## config.mk

```make
export PLATFORM = sky130hd
export DESIGN_NAME = issue_controller
export DESIGN_NICKNAME = d
export VERILOG_FILES = /design/src/rtl/issue_controller_pkg.sv /design/src/rtl/rs_credit_counter.sv /design/src/rtl/issue_controller.sv
export SDC_FILE = /design/constraint.sdc
export NUM_CORES = 1
export LEC_CHECK = 0
export CAP_MARGIN = 10
export CELL_PAD_IN_SITES_DETAIL_PLACEMENT = 1
export CELL_PAD_IN_SITES_GLOBAL_PLACEMENT = 1
export CORE_MARGIN = 2
export CORE_UTILIZATION = 34
export DETAILED_ROUTE_END_ITERATION = 6
export PLACE_DENSITY_LB_ADDON = 0.3
export SLEW_MARGIN = 20
export SYNTH_ARGS = -nofsm -noshare
export SYNTH_HDL_FRONTEND = slang
export SYNTH_HIERARCHICAL = 1
export SYNTH_SLANG_ARGS = --single-unit
```

## constraint.sdc

```tcl
create_clock -name clk -period 3.28 [get_ports clk]
set_input_delay 0.492 -clock clk [delete_from_list [all_inputs] [get_ports clk]]
set_output_delay 0.492 -clock clk [all_outputs]
set_load 0.05 [all_outputs]
```

## src/rtl/issue_controller_pkg.sv

```systemverilog
//==============================================================================
// Module      : issue_pkg
// Description : Shared opcode constants, reservation-station class and
//               issue-state encodings, and the opcode classifier used by
//               issue_controller.
// Revision    : 1.0 - initial release
//==============================================================================
`default_nettype none

package issue_pkg;

  // Opcode field instr[15:13]
  localparam logic [2:0] OPC_ILL  = 3'b000;
  localparam logic [2:0] OPC_B    = 3'b001;
  localparam logic [2:0] OPC_BL   = 3'b010;
  localparam logic [2:0] OPC_LDR  = 3'b011;
  localparam logic [2:0] OPC_STR  = 3'b100;
  localparam logic [2:0] OPC_ALU  = 3'b101;
  localparam logic [2:0] OPC_MOV  = 3'b110;
  localparam logic [2:0] OPC_HALT = 3'b111;

  typedef enum logic [1:0] {
    ALU = 2'b00,
    MEM = 2'b01,
    BR  = 2'b10
  } rs_class_t;

  typedef enum logic [1:0] {
    RUN     = 2'b00,
    BR_WAIT = 2'b01,
    HALTED  = 2'b10
  } issue_state_t;

  // HALT and illegal opcodes fall to ALU here; callers gate them separately,
  // which also makes the reset-state class read as 00.
  function automatic rs_class_t opc_class(input logic [2:0] opc);
    rs_class_t cls;
    case (opc)
      OPC_LDR, OPC_STR: cls = MEM;
      OPC_B,   OPC_BL:  cls = BR;
      default:          cls = ALU;
    endcase
    return cls;
  endfunction

endpackage

`default_nettype wire

```

## src/rtl/rs_credit_counter.sv

```systemverilog
//==============================================================================
// Module      : rs_credit_counter
// Description : Free-entry credit counter for one reservation-station class.
//               Starts full, decrements on take, increments on release,
//               saturates at DEPTH.
// Revision    : 1.0 - initial release
//==============================================================================
`default_nettype none

module rs_credit_counter #(
  parameter int DEPTH = 4
) (
  input  logic                         clk,
  input  logic                         rst_n,
  input  logic                         i_take,
  input  logic                         i_release,
  output logic [$clog2(DEPTH+1)-1:0]   o_credits,
  output logic                         o_avail
);

  localparam int W = $clog2(DEPTH+1);
  localparam logic [W-1:0] c_full = W'(DEPTH);
  localparam logic [W-1:0] c_one  = W'(1);

  logic [W-1:0] r_credits;

  // Credit bookkeeping; a take and a release in the same cycle cancel out
  always_ff @(posedge clk or negedge rst_n) begin
    if (!rst_n) begin
      r_credits <= c_full;
    end else if (i_take && !i_release) begin
      r_credits <= r_credits - c_one;
    end else if (i_release && !i_take && (r_credits != c_full)) begin
      r_credits <= r_credits + c_one;
    end
  end

  assign o_credits = r_credits;
  assign o_avail   = (r_credits != '0);

endmodule

`default_nettype wire

```

## src/rtl/issue_controller.sv

```systemverilog
//==============================================================================
// Module      : issue_controller
// Description : Front-end issue sequencer. Holds one fetched instruction,
//               classifies it by opcode and issues it to the ALU, MEM or BR
//               reservation-station class under per-class credit control.
//               Fetch stalls on an unresolved branch and stops on HALT.
// Config      : ILLEGAL_TRAP_EN - opcode 000 sets a sticky illegal flag and
//               halts; otherwise opcode 000 is dropped as a NOP.
// Revision    : 1.0 - initial release
//==============================================================================
`default_nettype none

module issue_controller
  import issue_pkg::*;
#(
  parameter int RS_ALU_DEPTH = 4,
  parameter int RS_MEM_DEPTH = 2,
  parameter int RS_BR_DEPTH  = 1
) (
  input  logic        clk,
  input  logic        rst_n,
  input  logic        if_valid,
  input  logic [15:0] if_instr,
  output logic        if_ready,
  output logic        iss_valid,
  output logic [1:0]  iss_class,
  output logic [15:0] iss_instr,
  input  logic        rs_alu_release,
  input  logic        rs_mem_release,
  input  logic        rs_br_release,
  input  logic        br_resolve,
  output logic        halted,
  output logic        illegal
);

  issue_state_t r_state;
  issue_state_t w_state_nxt;
  logic [15:0]  r_instr_q;
  logic         r_q_valid;

  logic [2:0]   w_opc;
  rs_class_t    w_class;
  logic         w_is_halt;
  logic         w_is_ill;
  logic         w_avail;
  logic         w_run;
  logic         w_issue;
  logic         w_halt_cons;
  logic         w_ill_cons;
  logic         w_consume;
  logic         w_br_issue;
  logic         w_trap;
  logic         w_load;
  logic         w_alu_avail;
  logic         w_mem_avail;
  logic         w_br_avail;

  assign w_opc     = r_instr_q[15:13];
  assign w_class   = opc_class(w_opc);
  assign w_is_halt = (w_opc == OPC_HALT);
  assign w_is_ill  = (w_opc == OPC_ILL);
  assign w_run     = (r_state == RUN);

  // Credit availability for the class of the held instruction
  always_comb begin
    w_avail = 1'b0;
    case (w_class)
      ALU:     w_avail = w_alu_avail;
      MEM:     w_avail = w_mem_avail;
      BR:      w_avail = w_br_avail;
      default: w_avail = 1'b0;
    endcase
  end

  assign w_issue     = w_run && r_q_valid && !w_is_halt && !w_is_ill && w_avail;
  assign w_halt_cons = w_run && r_q_valid && w_is_halt;
  assign w_ill_cons  = w_run && r_q_valid && w_is_ill;
  assign w_consume   = w_issue || w_halt_cons || w_ill_cons;
  assign w_br_issue  = w_issue && (w_class == BR);

  // Fetch must not slip past a branch that is issuing this cycle
  assign if_ready = rst_n && w_run && (!r_q_valid || w_consume) && !w_br_issue;
  assign w_load   = if_valid && if_ready;

`ifdef ILLEGAL_TRAP_EN
  assign w_trap = w_ill_cons;

  logic r_illegal;

  // Sticky illegal-opcode flag, cleared only by reset
  always_ff @(posedge clk or negedge rst_n) begin
    if (!rst_n) begin
      r_illegal <= 1'b0;
    end else if (w_ill_cons) begin
      r_illegal <= 1'b1;
    end
  end

  assign illegal = r_illegal;
`else
  assign w_trap  = 1'b0;
  assign illegal = 1'b0;
`endif

  // Single-entry instruction register; a reload wins over a consume
  always_ff @(posedge clk or negedge rst_n) begin
    if (!rst_n) begin
      r_instr_q <= '0;
      r_q_valid <= 1'b0;
    end else if (w_load) begin
      r_instr_q <= if_instr;
      r_q_valid <= 1'b1;
    end else if (w_consume) begin
      r_q_valid <= 1'b0;
    end
  end

  // Issue state register
  always_ff @(posedge clk or negedge rst_n) begin
    if (!rst_n) begin
      r_state <= RUN;
    end else begin
      r_state <= w_state_nxt;
    end
  end

  // Next-state: branch wait, HALT, and optional illegal trap
  always_comb begin
    w_state_nxt = r_state;
    case (r_state)
      RUN: begin
        if (w_br_issue) begin
          w_state_nxt = BR_WAIT;
        end else if (w_halt_cons || w_trap) begin
          w_state_nxt = HALTED;
        end
      end
      BR_WAIT: begin
        if (br_resolve) begin
          w_state_nxt = RUN;
        end
      end
      HALTED:  w_state_nxt = HALTED;
      default: w_state_nxt = RUN;
    endcase
  end

  rs_credit_counter #(.DEPTH(RS_ALU_DEPTH)) u_cred_alu (
    .clk       (clk),
    .rst_n     (rst_n),
    .i_take    (w_issue && (w_class == ALU)),
    .i_release (rs_alu_release),
    .o_credits (),
    .o_avail   (w_alu_avail)
  );

  rs_credit_counter #(.DEPTH(RS_MEM_DEPTH)) u_cred_mem (
    .clk       (clk),
    .rst_n     (rst_n),
    .i_take    (w_issue && (w_class == MEM)),
    .i_release (rs_mem_release),
    .o_credits (),
    .o_avail   (w_mem_avail)
  );

  rs_credit_counter #(.DEPTH(RS_BR_DEPTH)) u_cred_br (
    .clk       (clk),
    .rst_n     (rst_n),
    .i_take    (w_br_issue),
    .i_release (rs_br_release),
    .o_credits (),
    .o_avail   (w_br_avail)
  );

  assign iss_valid = w_issue;
  assign iss_class = w_class;
  assign iss_instr = r_instr_q;
  assign halted    = (r_state == HALTED);

endmodule

`default_nettype wire

```

# Word level (Yosys, flattened, before mapping)
# Index checks and enable logic that the tools add are counted.
# op_classes
n_addsub	6
eq_ne	13
mux	14
n_bitwise	1
n_reduce_logical	46
# ops
op	n
$logic_and 1x1->1	22
$mux 2	5
$reduce_bool 2->1	5
$logic_not 1->1	9
$eq 3x2->1 const B	2
$eq 3x3->1 const B	2
$mux 3	2
$pmux 2 s3	1
$eq 2x1->1 const B	2
$eq 2x2->1 const B	2
$logic_not 2->1	2
$mux 1	4
$ne 2x2->1 const B	2
$pmux 2 s2	1
$reduce_or 2->1	2
$add 3x1->3 const B	1
$eq 3x1->1 const B	1
$logic_not 3->1	1
$logic_or 1x1->1	3
$ne 3x1->1 const B	1
$ne 3x3->1 const B	1
$pmux 1 s3	1
$reduce_bool 3->1	1
$sub 3x1->3 const B	1
6 further kinds	6
# word_totals
ff_bits	25
in_bits	23
output_inout_bits	22
word_cells	86

# Depth between registers and ports, before layout
# Gate-level depths: netlist of run 1.
# logic_depth
depth_word	13
depth_mapped	13

# By module
# The synthesis of run 1 kept the hierarchy.
# modules_own_cells
mod	n_inst	cells_per_inst	area_per_inst_um2	seq_area_each_um2
issue_controller	1	80	989.7	475.5
rs_credit_counter at u_cred_alu	1	31	277.8	76.3
rs_credit_counter at u_cred_mem	1	11	112.6	51.3
rs_credit_counter at u_cred_br	1	5	57.6	26.3

# Worst setup path before layout of run 1
# Ideal clock, no wire load.
# synth_path
path_type	register -> register
startpoint	register r_instr_q[13] (netlist: iss_instr[13])
endpoint	register u_cred_alu.r_credits[2] (netlist: u_cred_alu/o_credits[2])
setup_time_ps	80
arrival_time_ps	3331
t_required_ps	3200
slack_ps	-131
path_stages_with_launch	12
synth_period_minus_slack_ps	3411
cell_sequence	dfrtp_1 -> clkbuf_1 -> nand2_1 -> o21ai_0 -> nor3_1 -> buf_4 -> nand2_1 -> xnor2_1 -> ha_1 -> nor4b_2 -> a21oi_1 -> o221ai_2
# synth_via
elab_chain_cells	11
# synth_rtl
item	line	source
start, declared	issue_controller.sv:38	logic [15:0] r_instr_q;
start signal, assigned	issue_controller.sv:111	r_instr_q <= if_instr;
$eq 3x1->1, or another cell as far along	issue_controller_pkg.sv:38	case (opc)
$reduce_or 2->1	issue_controller_pkg.sv:38	
$pmux 2 s2 *	issue_controller_pkg.sv:38	
via iss_class[0]	issue_controller.sv:26	output logic [1:0] iss_class,
$eq 2x2->1, or another cell as far along	issue_controller.sv:67	case (w_class)
$pmux 1 s3	issue_controller.sv:67	
$logic_and 1x1->1	issue_controller.sv:75	assign w_issue = w_run && r_q_valid && !w_is_halt && !w_is_ill && w_avail;
$logic_and 1x1->1 *	issue_controller.sv:151	.i_take (w_issue && (w_class == ALU)),
$logic_not 1->1	rs_credit_counter.sv:33	end else if (i_release && !i_take && (r_credits != c_full)) begin
$logic_and 1x1->1 (2 in a row)	rs_credit_counter.sv:33	
$reduce_bool 2->1 (no source line)	n/a	
end signal, assigned	rs_credit_counter.sv:30	r_credits <= c_full;
end signal, assigned	rs_credit_counter.sv:32	r_credits <= r_credits - c_one;
end signal, assigned	rs_credit_counter.sv:34	r_credits <= r_credits + c_one;
end, declared	rs_credit_counter.sv:25	logic [W-1:0] r_credits;
# The timed path passes the listed nets; every way through them passes the cells marked *.
# A chain may end at the register's enable or synchronous reset.

# Worst setup path after layout of run 1
# layout_path
startpoint	register u_cred_alu.r_credits[0] (netlist: u_cred_alu/o_credits[0])
endpoint	output port iss_valid
# layout_via
elab_chain_cells	3
# layout_rtl
item	line	source
$reduce_bool 3->1	rs_credit_counter.sv:39	assign o_avail = (r_credits != '0);
via w_alu_avail	issue_controller.sv:54	logic w_alu_avail;
$pmux 1 s3	issue_controller.sv:67	
$logic_and 1x1->1	issue_controller.sv:75	
end, declared	issue_controller.sv:25	output logic iss_valid,
# The timed path passes the listed nets, and every way through them passes these cells.

==> impl_summary.log, run 1 <==
[metrics] worst slack on hold paths: 0.498 ns
[metrics] number of antenna violations at the first check in global routing: 0
[metrics] largest incremental delay on the critical path: 0.52 ns
[metrics] residual DRC count: 0
[metrics] number of iterations in the first detailed-routing pass: 4
[metrics] measured slew at the worst slew-check pin: 0.716 ns
[metrics] Clock Sinks: 25
[metrics] final-report setup violation count: 0
[metrics] RSZ-0062 raised after global routing: false
[metrics] wire length of the first global-routing pass: 5340 µm
[metrics] count of hold-fix buffers inserted at cts: 0
[metrics] number of endpoints with negative hold slack in the final report: 0
[metrics] number of antenna-violating nets in the routed design: 0
[metrics] worst skew pair latency: around 0.27 ns
[metrics] synthesized area divided by synthesized cell count: 11.4 µm²
[metrics] number of buffers added by the clock tree synthesis step: 3
[metrics] buffers added on ports: 43
[metrics] Final period util: 0.878
[metrics] most frequent cells in the layout: 41 x sky130_fd_sc_hd__clkdlybuf4s50_1, 22 x sky130_fd_sc_hd__dfrtp_1, 9 x sky130_fd_sc_hd__mux2_4
[metrics] final-stage net count: about 190
[metrics] setup ws final: 0.401 ns
[metrics] CP Launch Type: register
[metrics] maximum clock insertion buffer count: 2
[metrics] setup_tns: 0 ns
[metrics] ratio of routed vias to standard cells: 5.02
[metrics] num rows: 23
[metrics] number of levels in the clock H-tree: 1
[metrics] Tightest Hold Check Type: reg -> reg
[metrics] Period minus WS final: 2.88 ns
[metrics] Setup WS pre-CTS: approximately 0.17 ns
[metrics] largest net degree at the start of global routing: 18
[metrics] Remaining Overflow, GRT: 0
[metrics] Rel. slew slack: 0.522
[metrics] gate count of the mapped netlist: 126
[metrics] I/O Pins: 45
[metrics] cell area after synthesis: 0.00143 mm²
[metrics] Worst Setup Path Type: reg -> out
[metrics] Worst setup EP type: output port
[metrics] DRC violation total after the first TritonRoute iteration: 22
[metrics] die height: 68.9 µm
[metrics] share of cells above drive strength 1: 0.204
[metrics] required time at the endpoint of the critical path: 2.79 ns
[metrics] Critical Path Fanout Max: 6
[metrics] total count of max-transition violations in the final report: 0
[metrics] cells traversed along the worst timing path: or3_2 -> nor2b_1 -> o2bb2ai_1 -> o211ai_1 -> inv_1 -> dlymetal6s2s_1
[metrics] routed wire length: 3330 µm
[metrics] Clock Skews: 0.00614 ns
[metrics] count of synthesis-stage warnings from yosys: 6
[metrics] count of maximum capacitance violations: 0
[metrics] CTS Root Buffer Type: sky130_fd_sc_hd__clkbuf_8
[metrics] DP HPWL: 2540 µm
[metrics] routed vias: around 1100
[metrics] CTS tree: built
[metrics] cell family with most CP delay: simple AND/OR/NAND/NOR gates
[metrics] per-cell routed wire length: 15.3 µm
[metrics] post-synth net total: 150
[metrics] run status: finished clean
[metrics] most common cell after layout, fill and taps aside: sky130_fd_sc_hd__clkdlybuf4s50_1
[metrics] critical path arrival: 2.39 ns
[metrics] diode insertion count for antenna repair: 0
[metrics] global-route usage over all layers: 0.153
[metrics] relative area change from synthesis to final layout: 36.1%
[metrics] number of global-route vias before repair: 1096
[metrics] total die area: 0.00474 mm²
[metrics] initial cell density of the core: 0.355
[metrics] Worst-path clk slew: ~0.090 ns
[metrics] Fmax: 347 MHz
[metrics] Slowest cell on crit path: sky130_fd_sc_hd__or3_2
[metrics] count of buffering cells on the critical path with inverters included: 2
[metrics] CORE AREA: 0.00403 mm²
[metrics] chip width: ~69 µm
[metrics] global placer's final weighted congestion: 0.801
-- per-layer routing --
metal / track usage / vias up / wire length, µm
met5: 0 / - / 0
li1: - / 526 / -
met1: 0.203 / 528 / 1510
met3: 0.0471 / 5 / 225
met4: 0.0515 / 0 / 36
met2: 0.236 / 30 / 1550
-- repair_timing --
item	CTS	global route
setup buffers	0	0
setup endpoints to repair	0	2
endpoints found under the hold margin	0	0
gates resized for setup	0	2
-- metrics by stage --
stage | std cells | utilization | area [µm²]
after global placement | 213 | 0.470 | 1890
final | 217 | 0.483 | 1950
after CTS | 217 | 0.481 | 1940
after floorplan | 126 | - | 1430
after global routing | 217 | 0.483 | 1950
after detailed placement | 213 | 0.470 | 1890
-- final cells by class --
type	instances	area (µm²)
well taps	50	62.6
flip-flops and latches	25	629
inverters	7	26.3
clock inverters	1	5.00
repair buffers	45	458
clock buffers	3	41.3
multi-input cells	86	724
fillers	448	2080
-- final timing paths --
| kind | startpoint | endpoint | slack [ns] | cells after the start |
|---|---|---|---|---|
| worst max-delay path | u_cred_alu/o_credits[0] | iss_valid | 0.40 | 6 |
| worst min-delay path | u_cred_mem/o_credits[1] | u_cred_mem/o_credits[1] | 0.50 | 1 |
| worst max register to register | u_cred_alu/o_credits[2] | u_cred_alu/o_credits[2] | 0.42 | 11 |
| worst min register to register | u_cred_mem/o_credits[1] | u_cred_mem/o_credits[1] | 0.50 | 1 |
| max in group asynchronous | rst_n | u_cred_br/o_avail | 2.47 | 2 |
| min in group asynchronous | rst_n | iss_instr[0] | 0.57 | 2 |
-- worst reg2reg max path, cell delays in order, from the launching register on --
cell and delay [ns]:
sky130_fd_sc_hd__dfstp_2 0.60, sky130_fd_sc_hd__or3_2 0.16, sky130_fd_sc_hd__nor2b_1 0.18, sky130_fd_sc_hd__o211a_1 0.17
sky130_fd_sc_hd__o211ai_1 0.17, sky130_fd_sc_hd__nor3_2 0.49, sky130_fd_sc_hd__nand2_1 0.13, sky130_fd_sc_hd__xnor2_1 0.15
sky130_fd_sc_hd__ha_1 0.23, sky130_fd_sc_hd__nor4b_2 0.25, sky130_fd_sc_hd__a21oi_1 0.08, sky130_fd_sc_hd__o221ai_2 0.17
-- registers in the layout, summed over array words and instances (netlist names) --
register	flops
iss_instr	16
r_q_valid	1
r_state	2
u_cred_alu/o_credits	3
u_cred_br/o_avail	1
u_cred_mem/o_credits	2
Power of run 1 is not shown: default switching activity piles up to over one toggle a cycle in this logic, so the estimate is an artifact.
==> run 2: changes to the inputs <==
--- a/config.mk
+++ b/config.mk
@@ -6,9 +6,9 @@
 export NUM_CORES = 1
 export LEC_CHECK = 0
-export CAP_MARGIN = 10
 export CELL_PAD_IN_SITES_DETAIL_PLACEMENT = 1
 export CELL_PAD_IN_SITES_GLOBAL_PLACEMENT = 1
 export CORE_MARGIN = 2
 export CORE_UTILIZATION = 34
+export CTS_CLUSTER_DIAMETER = 200
 export DETAILED_ROUTE_END_ITERATION = 6
 export PLACE_DENSITY_LB_ADDON = 0.3
==> constraint.sdc (replaced) <==
create_clock -name clk -period 3.28 [get_ports clk]
set_input_delay 0.656 -clock clk [delete_from_list [all_inputs] [get_ports clk]]
set_output_delay 0.656 -clock clk [all_outputs]
set_load 0.05 [all_outputs]
==> impl_summary.log, run 2 (synthesized netlist as in run 1, its figures left out) <==
[metrics] number of iterations in the first detailed-routing pass: 6
[metrics] worst slack on hold paths: 0.500 ns
[metrics] DRC violation total after the first TritonRoute iteration: 29
[metrics] chip width: slightly below 70 µm
[metrics] number of levels in the clock H-tree: 1
[metrics] FF-to-FF path depth: 11
[metrics] required time at the endpoint of the critical path: 2.62 ns
[metrics] number of buffers added by the clock tree synthesis step: 3
[metrics] Post-Layout Inst Area: 0.00195 mm²
[metrics] DP HPWL: 2560 µm
[metrics] Worst-path clk slew: about 0.09 ns
[metrics] ratio of routed vias to standard cells: 5.05
[metrics] Rel. slew slack: 0.525
[metrics] diode insertion count for antenna repair: 0
[metrics] wire length of the first global-routing pass: around 5300 µm
[metrics] final-report setup violation count: 0
[metrics] Worst Setup Path Type: reg -> out
[metrics] measured slew at the worst slew-check pin: 0.713 ns
[metrics] maximum clock insertion buffer count: 2
[metrics] Remaining Overflow, GRT: 0
[metrics] Period minus WS final: 3.10 ns
[metrics] placed cell areas: between 0.0015 and 0.002 mm²
[metrics] most frequent cells in the layout: 41 x sky130_fd_sc_hd__clkdlybuf4s50_1, 22 x sky130_fd_sc_hd__dfrtp_1, 9 x sky130_fd_sc_hd__mux2_4
[metrics] global placer's final weighted congestion: just under 0.8
[metrics] total count of max-transition violations in the final report: 0
[metrics] Clock Skews: 0.00264 ns
[metrics] start point of the worst hold path: r_state[0]
[metrics] CTS Root Buffer Type: sky130_fd_sc_hd__clkbuf_8
[metrics] num rows: 23
[metrics] setup slack of the worst register-to-register path: 0.42 ns
[metrics] largest net degree at the start of global routing: 18
[metrics] residual DRC count: 0
[metrics] area of combinational cells with multiple inputs: 724 µm²
[metrics] share of cells above drive strength 1: 0.208
[metrics] CP Launch Type: register
[metrics] Final period util: 0.946
[metrics] Tightest Hold Check Type: reg -> reg
[metrics] most common cell after layout, fill and taps aside: sky130_fd_sc_hd__clkdlybuf4s50_1
[metrics] worst skew pair latency: 0.27 ns
[metrics] RSZ-0062 raised after global routing: false
[metrics] initial cell density of the core: 0.355
[metrics] setup_tns: 0 ns
[metrics] startpoint of the most critical register-to-register path: u_cred_alu/o_credits[2]
[metrics] max FFs per register: 16
[metrics] hold path endpoint: r_state[1]
[metrics] number of antenna violations at the first check in global routing: 0
[metrics] number of endpoints with negative hold slack in the final report: 0
[metrics] routed vias: 1100
[metrics] I/O Pins: 45
[metrics] global-route usage over all layers: 0.150
[metrics] count of maximum capacitance violations: 0
[metrics] number of antenna-violating nets in the routed design: 0
[metrics] die height: about 69 µm
[metrics] instance count along the most critical hold path: 1
[metrics] number of global-route vias before repair: approximately 1200
[metrics] total die area: about 0.0047 mm²
[metrics] flip-flop and latch area: 629 µm²
[metrics] relative area change from synthesis to final layout: 36.6%
[metrics] buffers added on ports: 43
[metrics] Worst setup EP type: output port
[metrics] CORE AREA: 0.00403 mm²
[metrics] fill cell count: 444
[metrics] routed wire length: 3320 µm
[metrics] per-cell routed wire length: 15.2 µm
[metrics] Fmax: 322 MHz
[metrics] Clock Sinks: 25
[metrics] Crit Reg-Reg Endpoint: u_cred_alu/o_credits[2]
[metrics] critical path arrival: 2.45 ns
[metrics] run status: finished clean
[metrics] CTS tree: built
[metrics] final-stage net count: just under 200
[metrics] Critical Path Fanout Max: 6
-- run 2: cell types whose count changed in the layout (fill, tap and decap cells not counted) --
cell	before	now
sky130_fd_sc_hd__buf_4	2	3
sky130_fd_sc_hd__clkinv_2	1	0
sky130_fd_sc_hd__clkinvlp_4	0	1
sky130_fd_sc_hd__dlygate4sd2_1	0	1
sky130_fd_sc_hd__dlymetal6s2s_1	1	0
-- run 2: worst max path at each step --
stage | start | to
finish | u_cred_alu/o_credits[0] | iss_valid
floorplan | iss_instr[13] | u_cred_alu/o_credits[2]
global placement | u_cred_alu/o_credits[0] | iss_valid
global route | u_cred_alu/o_credits[0] | iss_valid
CTS | u_cred_alu/o_credits[2] | u_cred_alu/o_credits[2]
detailed placement | u_cred_alu/o_credits[2] | u_cred_alu/o_credits[2]
-- run 2: timing repair --
action | in CTS | in global routing
gates cloned | 0 | 0
endpoints found under the setup margin | 1 | 2
hold buffers | 0 | 0
endpoints found under the hold margin | 0 | 0
resized for setup | 1 | 1
setup buffers | 0 | 0
-- run 2: layout make-up --
| class | count | share of cell area |
|---|---|---|
| sequential | 25 | 0.322 |
| tap | 50 | 0.0320 |
| clock inverter | 1 | 0.00384 |
| clock buffer | 3 | 0.0211 |
| multi-input combinational | 86 | 0.371 |
| timing repair buffer | 46 | 0.236 |
| inverter | 7 | 0.0135 |
-- run 2: routing by layer --
metal / global-route usage / part of all wire / routed length, µm / vias to the layer above
li1: - / - / - / 525
met1: 0.191 / 0.45 / 1480 / 536
met2: 0.238 / 0.47 / 1550 / 37
met3: 0.0649 / 0.084 / 280 / 2
met4: 0.0343 / 0.0030 / 10 / 0
met5: 0 / 0 / 0 / -
-- run 2: metrics by stage --
stage | setup WS (ns) | util | instances
final | 0.176 | 0.485 | 218
after global routing | 0.0282 | 0.485 | 218
after CTS | 0.127 | 0.484 | 218
after detailed placement | 0.135 | 0.472 | 214
after global placement | 0.256 | 0.472 | 214
after floorplan | 0.288 | - | 126
-- run 2: critical path, cell delays in order, from the launching register on --
cell and delay, ns:
sky130_fd_sc_hd__dfrtp_1 0.43, sky130_fd_sc_hd__or3_2 0.51, sky130_fd_sc_hd__nor2b_1 0.16, sky130_fd_sc_hd__o2bb2ai_1 0.15
sky130_fd_sc_hd__o211ai_1 0.35, sky130_fd_sc_hd__inv_1 0.12, sky130_fd_sc_hd__dlygate4sd2_1 0.44
Power of run 2 is left out for the same reason.
==> run 3: changes to the inputs <==
Settings changed: GPL_ROUTABILITY_DRIVEN from default to 0.
==> results of run 3 <==
Final layout, timing and power as in run 2 (identical DEF).
Power of run 3 is left out for the same reason.
